==> config.mk <==
export PLATFORM = sky130hd
export DESIGN_NAME = term_cursor_ctrl
export DESIGN_NICKNAME = d
export VERILOG_FILES = /design/src/rtl/term_cursor_ctrl.sv
export SDC_FILE = /design/constraint.sdc
export NUM_CORES = 1
export LEC_CHECK = 0
export BUFFER_PORTS_ARGS = -buffer_cell sky130_fd_sc_hd__buf_2
export CAP_MARGIN = 10
export CORE_ASPECT_RATIO = 0.75
export CORE_MARGIN = 2
export CORE_UTILIZATION = 36
export CTS_CLUSTER_DIAMETER = 150
export CTS_CLUSTER_SIZE = 10
export DETAILED_ROUTE_END_ITERATION = 10
export MAX_ROUTING_LAYER = met4
export PLACE_DENSITY_LB_ADDON = 0.3
export SYNTH_ARGS = -nofsm -noshare
export SYNTH_HDL_FRONTEND = slang
export SYNTH_SLANG_ARGS = --single-unit
export TNS_END_PERCENT = 50
==> constraint.sdc <==
create_clock -name i_Clock -period 8.3 [get_ports i_Clock]
set_clock_uncertainty 0.05 [all_clocks]
set_input_delay 0.83 -clock i_Clock [delete_from_list [all_inputs] [get_ports i_Clock]]
set_output_delay 0.83 -clock i_Clock [all_outputs]
set_load 0.02 [all_outputs]
==> src/rtl/term_cursor_ctrl.sv <==
// term_cursor_ctrl: turns a UART byte stream into text-RAM writes plus cursor and scroll state.
// Latency: printable write appears 2 cycles after i_RX_DV; clears write one cell per cycle, lagging o_Busy by one cycle.
// Backpressure: none upstream; one pending byte is held while busy, further bytes are dropped and flagged on o_Overrun.
// Ports: i_Clock/i_Reset; i_RX_DV/i_RX_Byte from the receiver; o_Wr_En/o_Wr_Addr/o_Wr_Data to the text RAM;
//        o_Cursor_Col/o_Cursor_Row/o_Top_Row cursor and scroll offset; o_Busy clear in progress; o_Overrun sticky drop.
module term_cursor_ctrl #(
  parameter int COLS = 80,
  parameter int ROWS = 24
) (
  input  logic        i_Clock,
  input  logic        i_Reset,
  input  logic        i_RX_DV,
  input  logic [7:0]  i_RX_Byte,
  output logic        o_Wr_En,
  output logic [10:0] o_Wr_Addr,
  output logic [7:0]  o_Wr_Data,
  output logic [6:0]  o_Cursor_Col,
  output logic [4:0]  o_Cursor_Row,
  output logic [4:0]  o_Top_Row,
  output logic        o_Busy,
  output logic        o_Overrun
);

  localparam int          CELLS      = COLS * ROWS;
  localparam logic [6:0]  LAST_COL   = 7'(COLS - 1);
  localparam logic [4:0]  LAST_ROW   = 5'(ROWS - 1);
  localparam logic [5:0]  ROWS_W     = 6'(ROWS);
  localparam logic [10:0] COLS_W     = 11'(COLS);
  localparam logic [10:0] LAST_COL_W = 11'(COLS - 1);
  localparam logic [10:0] LAST_CELL  = 11'(CELLS - 1);

  typedef enum logic [1:0] {
    S_IDLE       = 2'd0,
    S_EXEC       = 2'd1,
    S_CLR_LINE   = 2'd2,
    S_CLR_SCREEN = 2'd3
  } state_t;

  state_t      state_q, state_d;
  logic [7:0]  cur_q, cur_d;
  logic [7:0]  pend_q, pend_d;
  logic        pend_vld_q, pend_vld_d;
  logic        overrun_q, overrun_d;
  logic [6:0]  col_q, col_d;
  logic [4:0]  row_q, row_d;
  logic [4:0]  top_q, top_d;
  logic [10:0] cnt_q, cnt_d;
  logic        wr_en_q, wr_en_d;
  logic [10:0] wr_addr_q, wr_addr_d;
  logic [7:0]  wr_data_q, wr_data_d;
  logic        do_nl;

  // Physical row of the cursor: top + row wraps at most once, so one subtract suffices.
  logic [5:0]  row_sum;
  logic [4:0]  phys_row;
  logic [10:0] row_base;
  assign row_sum  = {1'b0, top_q} + {1'b0, row_q};
  assign phys_row = (row_sum >= ROWS_W) ? 5'(row_sum - ROWS_W) : row_sum[4:0];
  assign row_base = {6'd0, phys_row} * COLS_W;

  always_comb begin
    state_d    = state_q;
    cur_d      = cur_q;
    pend_d     = pend_q;
    pend_vld_d = pend_vld_q;
    overrun_d  = overrun_q;
    col_d      = col_q;
    row_d      = row_q;
    top_d      = top_q;
    cnt_d      = cnt_q;
    wr_en_d    = 1'b0;
    wr_addr_d  = wr_addr_q;
    wr_data_d  = wr_data_q;
    do_nl      = 1'b0;

    // Byte intake: IDLE starts the pending byte first so arrival order is kept.
    if (state_q == S_IDLE) begin
      if (pend_vld_q) begin
        cur_d   = pend_q;
        state_d = S_EXEC;
        if (i_RX_DV) pend_d = i_RX_Byte;
        else         pend_vld_d = 1'b0;
      end else if (i_RX_DV) begin
        cur_d   = i_RX_Byte;
        state_d = S_EXEC;
      end
    end else if (i_RX_DV) begin
      if (pend_vld_q) begin
        overrun_d = 1'b1;
      end else begin
        pend_d     = i_RX_Byte;
        pend_vld_d = 1'b1;
      end
    end

    case (state_q)
      S_IDLE: ;
      S_EXEC: begin
        state_d = S_IDLE;
        if (cur_q >= 8'h20 && cur_q <= 8'h7E) begin
          wr_en_d   = 1'b1;
          wr_addr_d = row_base + {4'd0, col_q};
          wr_data_d = cur_q;
          if (col_q == LAST_COL) begin
            col_d = 7'd0;
            do_nl = 1'b1;
          end else begin
            col_d = col_q + 7'd1;
          end
        end else if (cur_q == 8'h0A) begin
          do_nl = 1'b1;
        end else if (cur_q == 8'h0D) begin
          col_d = 7'd0;
        end else if (cur_q == 8'h08) begin
          if (col_q != 7'd0) col_d = col_q - 7'd1;
        end else if (cur_q == 8'h0C) begin
          col_d   = 7'd0;
          row_d   = 5'd0;
          top_d   = 5'd0;
          cnt_d   = 11'd0;
          state_d = S_CLR_SCREEN;
        end
        if (do_nl) begin
          if (row_q != LAST_ROW) begin
            row_d = row_q + 5'd1;
          end else begin
            // Scroll: the old top row becomes the new bottom row and is blanked.
            top_d   = (top_q == LAST_ROW) ? 5'd0 : top_q + 5'd1;
            cnt_d   = 11'd0;
            state_d = S_CLR_LINE;
          end
        end
      end
      S_CLR_LINE: begin
        // top_q is already advanced, so row_base points at the new bottom row.
        wr_en_d   = 1'b1;
        wr_addr_d = row_base + cnt_q;
        wr_data_d = 8'h20;
        if (cnt_q == LAST_COL_W) state_d = S_IDLE;
        else                     cnt_d   = cnt_q + 11'd1;
      end
      S_CLR_SCREEN: begin
        wr_en_d   = 1'b1;
        wr_addr_d = cnt_q;
        wr_data_d = 8'h20;
        if (cnt_q == LAST_CELL) state_d = S_IDLE;
        else                    cnt_d   = cnt_q + 11'd1;
      end
      default: state_d = S_IDLE;
    endcase
  end

  always_ff @(posedge i_Clock) begin
    if (i_Reset) state_q <= S_IDLE;
    else         state_q <= state_d;
  end

  always_ff @(posedge i_Clock) begin
    if (i_Reset) begin
      cur_q      <= 8'd0;
      pend_q     <= 8'd0;
      pend_vld_q <= 1'b0;
      overrun_q  <= 1'b0;
      col_q      <= 7'd0;
      row_q      <= 5'd0;
      top_q      <= 5'd0;
      cnt_q      <= 11'd0;
      wr_en_q    <= 1'b0;
      wr_addr_q  <= 11'd0;
      wr_data_q  <= 8'd0;
    end else begin
      cur_q      <= cur_d;
      pend_q     <= pend_d;
      pend_vld_q <= pend_vld_d;
      overrun_q  <= overrun_d;
      col_q      <= col_d;
      row_q      <= row_d;
      top_q      <= top_d;
      cnt_q      <= cnt_d;
      wr_en_q    <= wr_en_d;
      wr_addr_q  <= wr_addr_d;
      wr_data_q  <= wr_data_d;
    end
  end

  assign o_Wr_En      = wr_en_q;
  assign o_Wr_Addr    = wr_addr_q;
  assign o_Wr_Data    = wr_data_q;
  assign o_Cursor_Col = col_q;
  assign o_Cursor_Row = row_q;
  assign o_Top_Row    = top_q;
  assign o_Busy       = (state_q == S_CLR_LINE) || (state_q == S_CLR_SCREEN);
  assign o_Overrun    = overrun_q;

endmodule

==> metrics <==
CTS buffer count 9; Buf+Inv Stages, Crit Path 1; GPL Wtd Cong 0.8292; Setup crit start kind flop; core area around 11000 um2; status completed; CP max FO 6; Post-synth EDFFs 0; register area 1361 um2; DRT antenna net count 0; Vias ~3800; Final min period about 4.3 ns; RSZ-0062 raised after global routing no; Layout Cells excl Fill 684; worst-path cell chain ha_1, inv_1, fa_1, nor2b_1, o21ai_0, a211oi_1, o21ai_0, o211ai_1, ha_1, ha_1, fa_1, ha_1, o21ai_0, o21bai_1, a21oi_1, xnor2_1, xnor2_1, o21ai_0; placed insts between 600 and 700; multi-input logic area 2590 um2; Die Ht 96.90 um; Worst setup EP type flop; pin count of the biggest net entering global routing 65; Placed Area 4462 um2; Synth Area in Adders around 8.4%; Net Switching 0.2057 mW; post-DP HPWL ~7400 um; Clk pwr share approximately 52%; sw frac approximately a quarter; fin area 4810 um2; Hold WS 0.3955 ns; vias per inst 5.487; n_diodes 0; Worst path max stage delay 0.45 ns; hold buffers post-CTS 0; fraction of layout cells with a size suffix above 1 16.73%; P_leak 1.971 nW; total track usage ~18%; clock buffer depth 2; worst vdd ir roughly 0.11 mV; Top delay family on crit path adder cells; Post-CTS Resized 0; antenna violations before repair 0; Cell Area, Synth between 4000 and 5000 um2; Gate power share between 7 and 8%; Rel. slew slack between 20 and 25%; most frequent cells in the layout dfxtp_1, nand2_1, nor2_1, a21oi_1, buf_2; routed len/inst between 15 and 20 um; Nets 576; row count 33; leading register cell type out of synthesis dfxtp_1; Int Power ~0.65 mW; IO Pins 50; Async S/R FF share, synth 0%; first-pass GRT wire length roughly 17000 um; Fin. Hold Viols 0; grt ovf 0; compound-cell area share of the yosys netlist a little under a quarter; maxcap violations 0; Critical Setup Path Class reg2reg; power per standard cell area 178.8 nW/um2; simple-gate share of the synthesized area about a quarter; main combinational cell family by area after synthesis compound AO/OA/AOI/OAI gates; vias in the first global route between 3000 and 4000; Synth Area in XOR/XNOR 2.326%; syn avg cell area 8.187 um2; root buffer cell clkbuf_16; Final Power 0.8598 mW; crit path DAT between 4 and 5 ns; Synth cell types between 60 and 70; Clock Latency Late Sink 0.33 ns; Cells after Synth between 500 and 600; worst endpoint required time 8.46 ns; Layout area overhead 16.10%; Slew @ Worst Pin 1.124 ns; die area 12390 um2; initial core utilization 37.44%; most common cell after layout, fill and taps aside dfxtp_1; FF-to-FF setup slack 4.03 ns; routed wire length between 10000 and 15000 um; clock sink count 68; Fmax achieved 234.0 MHz; TritonCTS clock tree built; Crit-path slowest cell fa_1; final setup fails 0; register area share after synthesis around a third; Layout fillers approximately 1100; Slew Limit Fails 0; yosys warns 0; Yosys reg bits 68; Reg clk slew, reported paths 0.06 ns; Iter 0 DRT Violations ~260; post-synthesis mux area share 4.379%; Residual DRC 0; DIE WIDTH 127.9 um; Flop pwr share 40.4%; Setup TNS 0 ns; TritonRoute pass-1 iters 5; syn_nets 543; post-CTS setup buffers 0; Port Buffers 49; crit share post-route 51.48%; htree depth 3; min-delay worst type reg2reg
==> sequential cells by signal, summed over array words and instances (netlist names), 2 cells and up <==
register	count
state_q	2
pend_q	8
o_Wr_Addr	11
cnt_q	11
o_Top_Row	5
o_Cursor_Row	5
o_Wr_Data	8
o_Cursor_Col	7
cur_q	8
==> kinds of logic (layout without fill, tap and decap cells) <==
logic type                 Yosys count  after routing
and+or+nand+nor                    196            196
AOI/OAI and AO/OA                  140            140
DFF                                 68             68
buffers and inverters               47             85
adders and majority gates           26             26
muxes                               18             18
xor gates and xnor gates            11             11
==> per-layer routing <==
metal	vias up	GRT usage, %	part of all wire [%]
met5	-	-	0
met4	0	4.903	1.1
met3	10	3.761	4.5
met2	81	25.71	44
met1	1773	25.08	50
li1	1889	-	-
==> power by group through the flow <==
stage | registers [mW] | clock network [mW] | logic [mW]
floorplan | 0.353 | 0 | 0.0477
global placement | 0.354 | 0 | 0.0647
detailed placement | 0.354 | 0 | 0.0656
CTS | 0.347 | 0.454 | 0.0659
global route | 0.349 | 0.469 | 0.0744
finish | 0.347 | 0.447 | 0.0656
==> layout make-up <==
cell class                      count  share of cell area [%]
Clock inverter                      7                   2.549
Multi-Input combinational cell    391                   53.85
Timing Repair Buffer               53                   5.723
Inverter                           16                   1.249
Tap cell                          140                   3.642
Clock buffer                        9                   4.683
Sequential cell                    68                   28.30
==> synth_stat cells, types with 2 or more instances <==
library cell	n	area share [%]
nor4_1	3	0.45
and2_1	6	0.91
nand2b_1	11	1.7
nor3_1	9	1.1
nand3b_1	7	1.3
xnor2_1	8	1.7
nand4_1	3	0.45
nor3b_1	4	0.72
o211ai_1	4	0.72
a22oi_1	5	0.91
dfxtp_1	68	33
a211oi_1	16	2.9
fa_1	3	1.4
or3_1	5	0.76
o21ai_4	2	0.79
a21o_1	4	0.72
o21bai_1	3	0.54
clkbuf_1	23	2.1
buf_2	5	0.60
nor2_1	52	4.7
a41oi_1	2	0.42
o221a_2	2	0.54
nand3_1	14	1.7
a311oi_1	4	0.85
mux2i_1	17	4.1
inv_1	16	1.4
o22ai_1	3	0.45
o31ai_1	2	0.36
nor2b_1	8	1.2
nand2_1	56	5.1
a311oi_2	8	2.9
xor2_1	3	0.63
a21oi_1	50	6.0
a31oi_1	3	0.45
and3_1	9	1.4
ha_1	23	6.9
o21ai_0	20	2.4
==> worst reg2reg max path, delay by kind of cell, from the launching register on <==
family          cells  cell delay, ns
fa+ha+maj           6            1.90
flops               1            0.42
compound gates      8            1.19
simple gates        1            0.22
buf+inv             1            0.06
xor+xnor            2            0.29
==> final timing paths <==
check	from	to	cells past startpoint
hold reg to reg	o_Overrun	o_Overrun	2
setup / recovery	o_Top_Row[0]	o_Wr_Addr[10]	18
setup reg to reg	o_Top_Row[0]	o_Wr_Addr[10]	18
hold / removal	o_Overrun	o_Overrun	2
==> metrics by stage <==
stage	util (%)	setup WS, ns
after floorplan	-	4.369
after global placement	40.32	4.322
after detailed placement	40.32	4.101
after CTS	43.46	4.079
after global routing	43.46	3.774
final	43.46	4.027
Note: power is estimated with default switching activity, not from simulation.
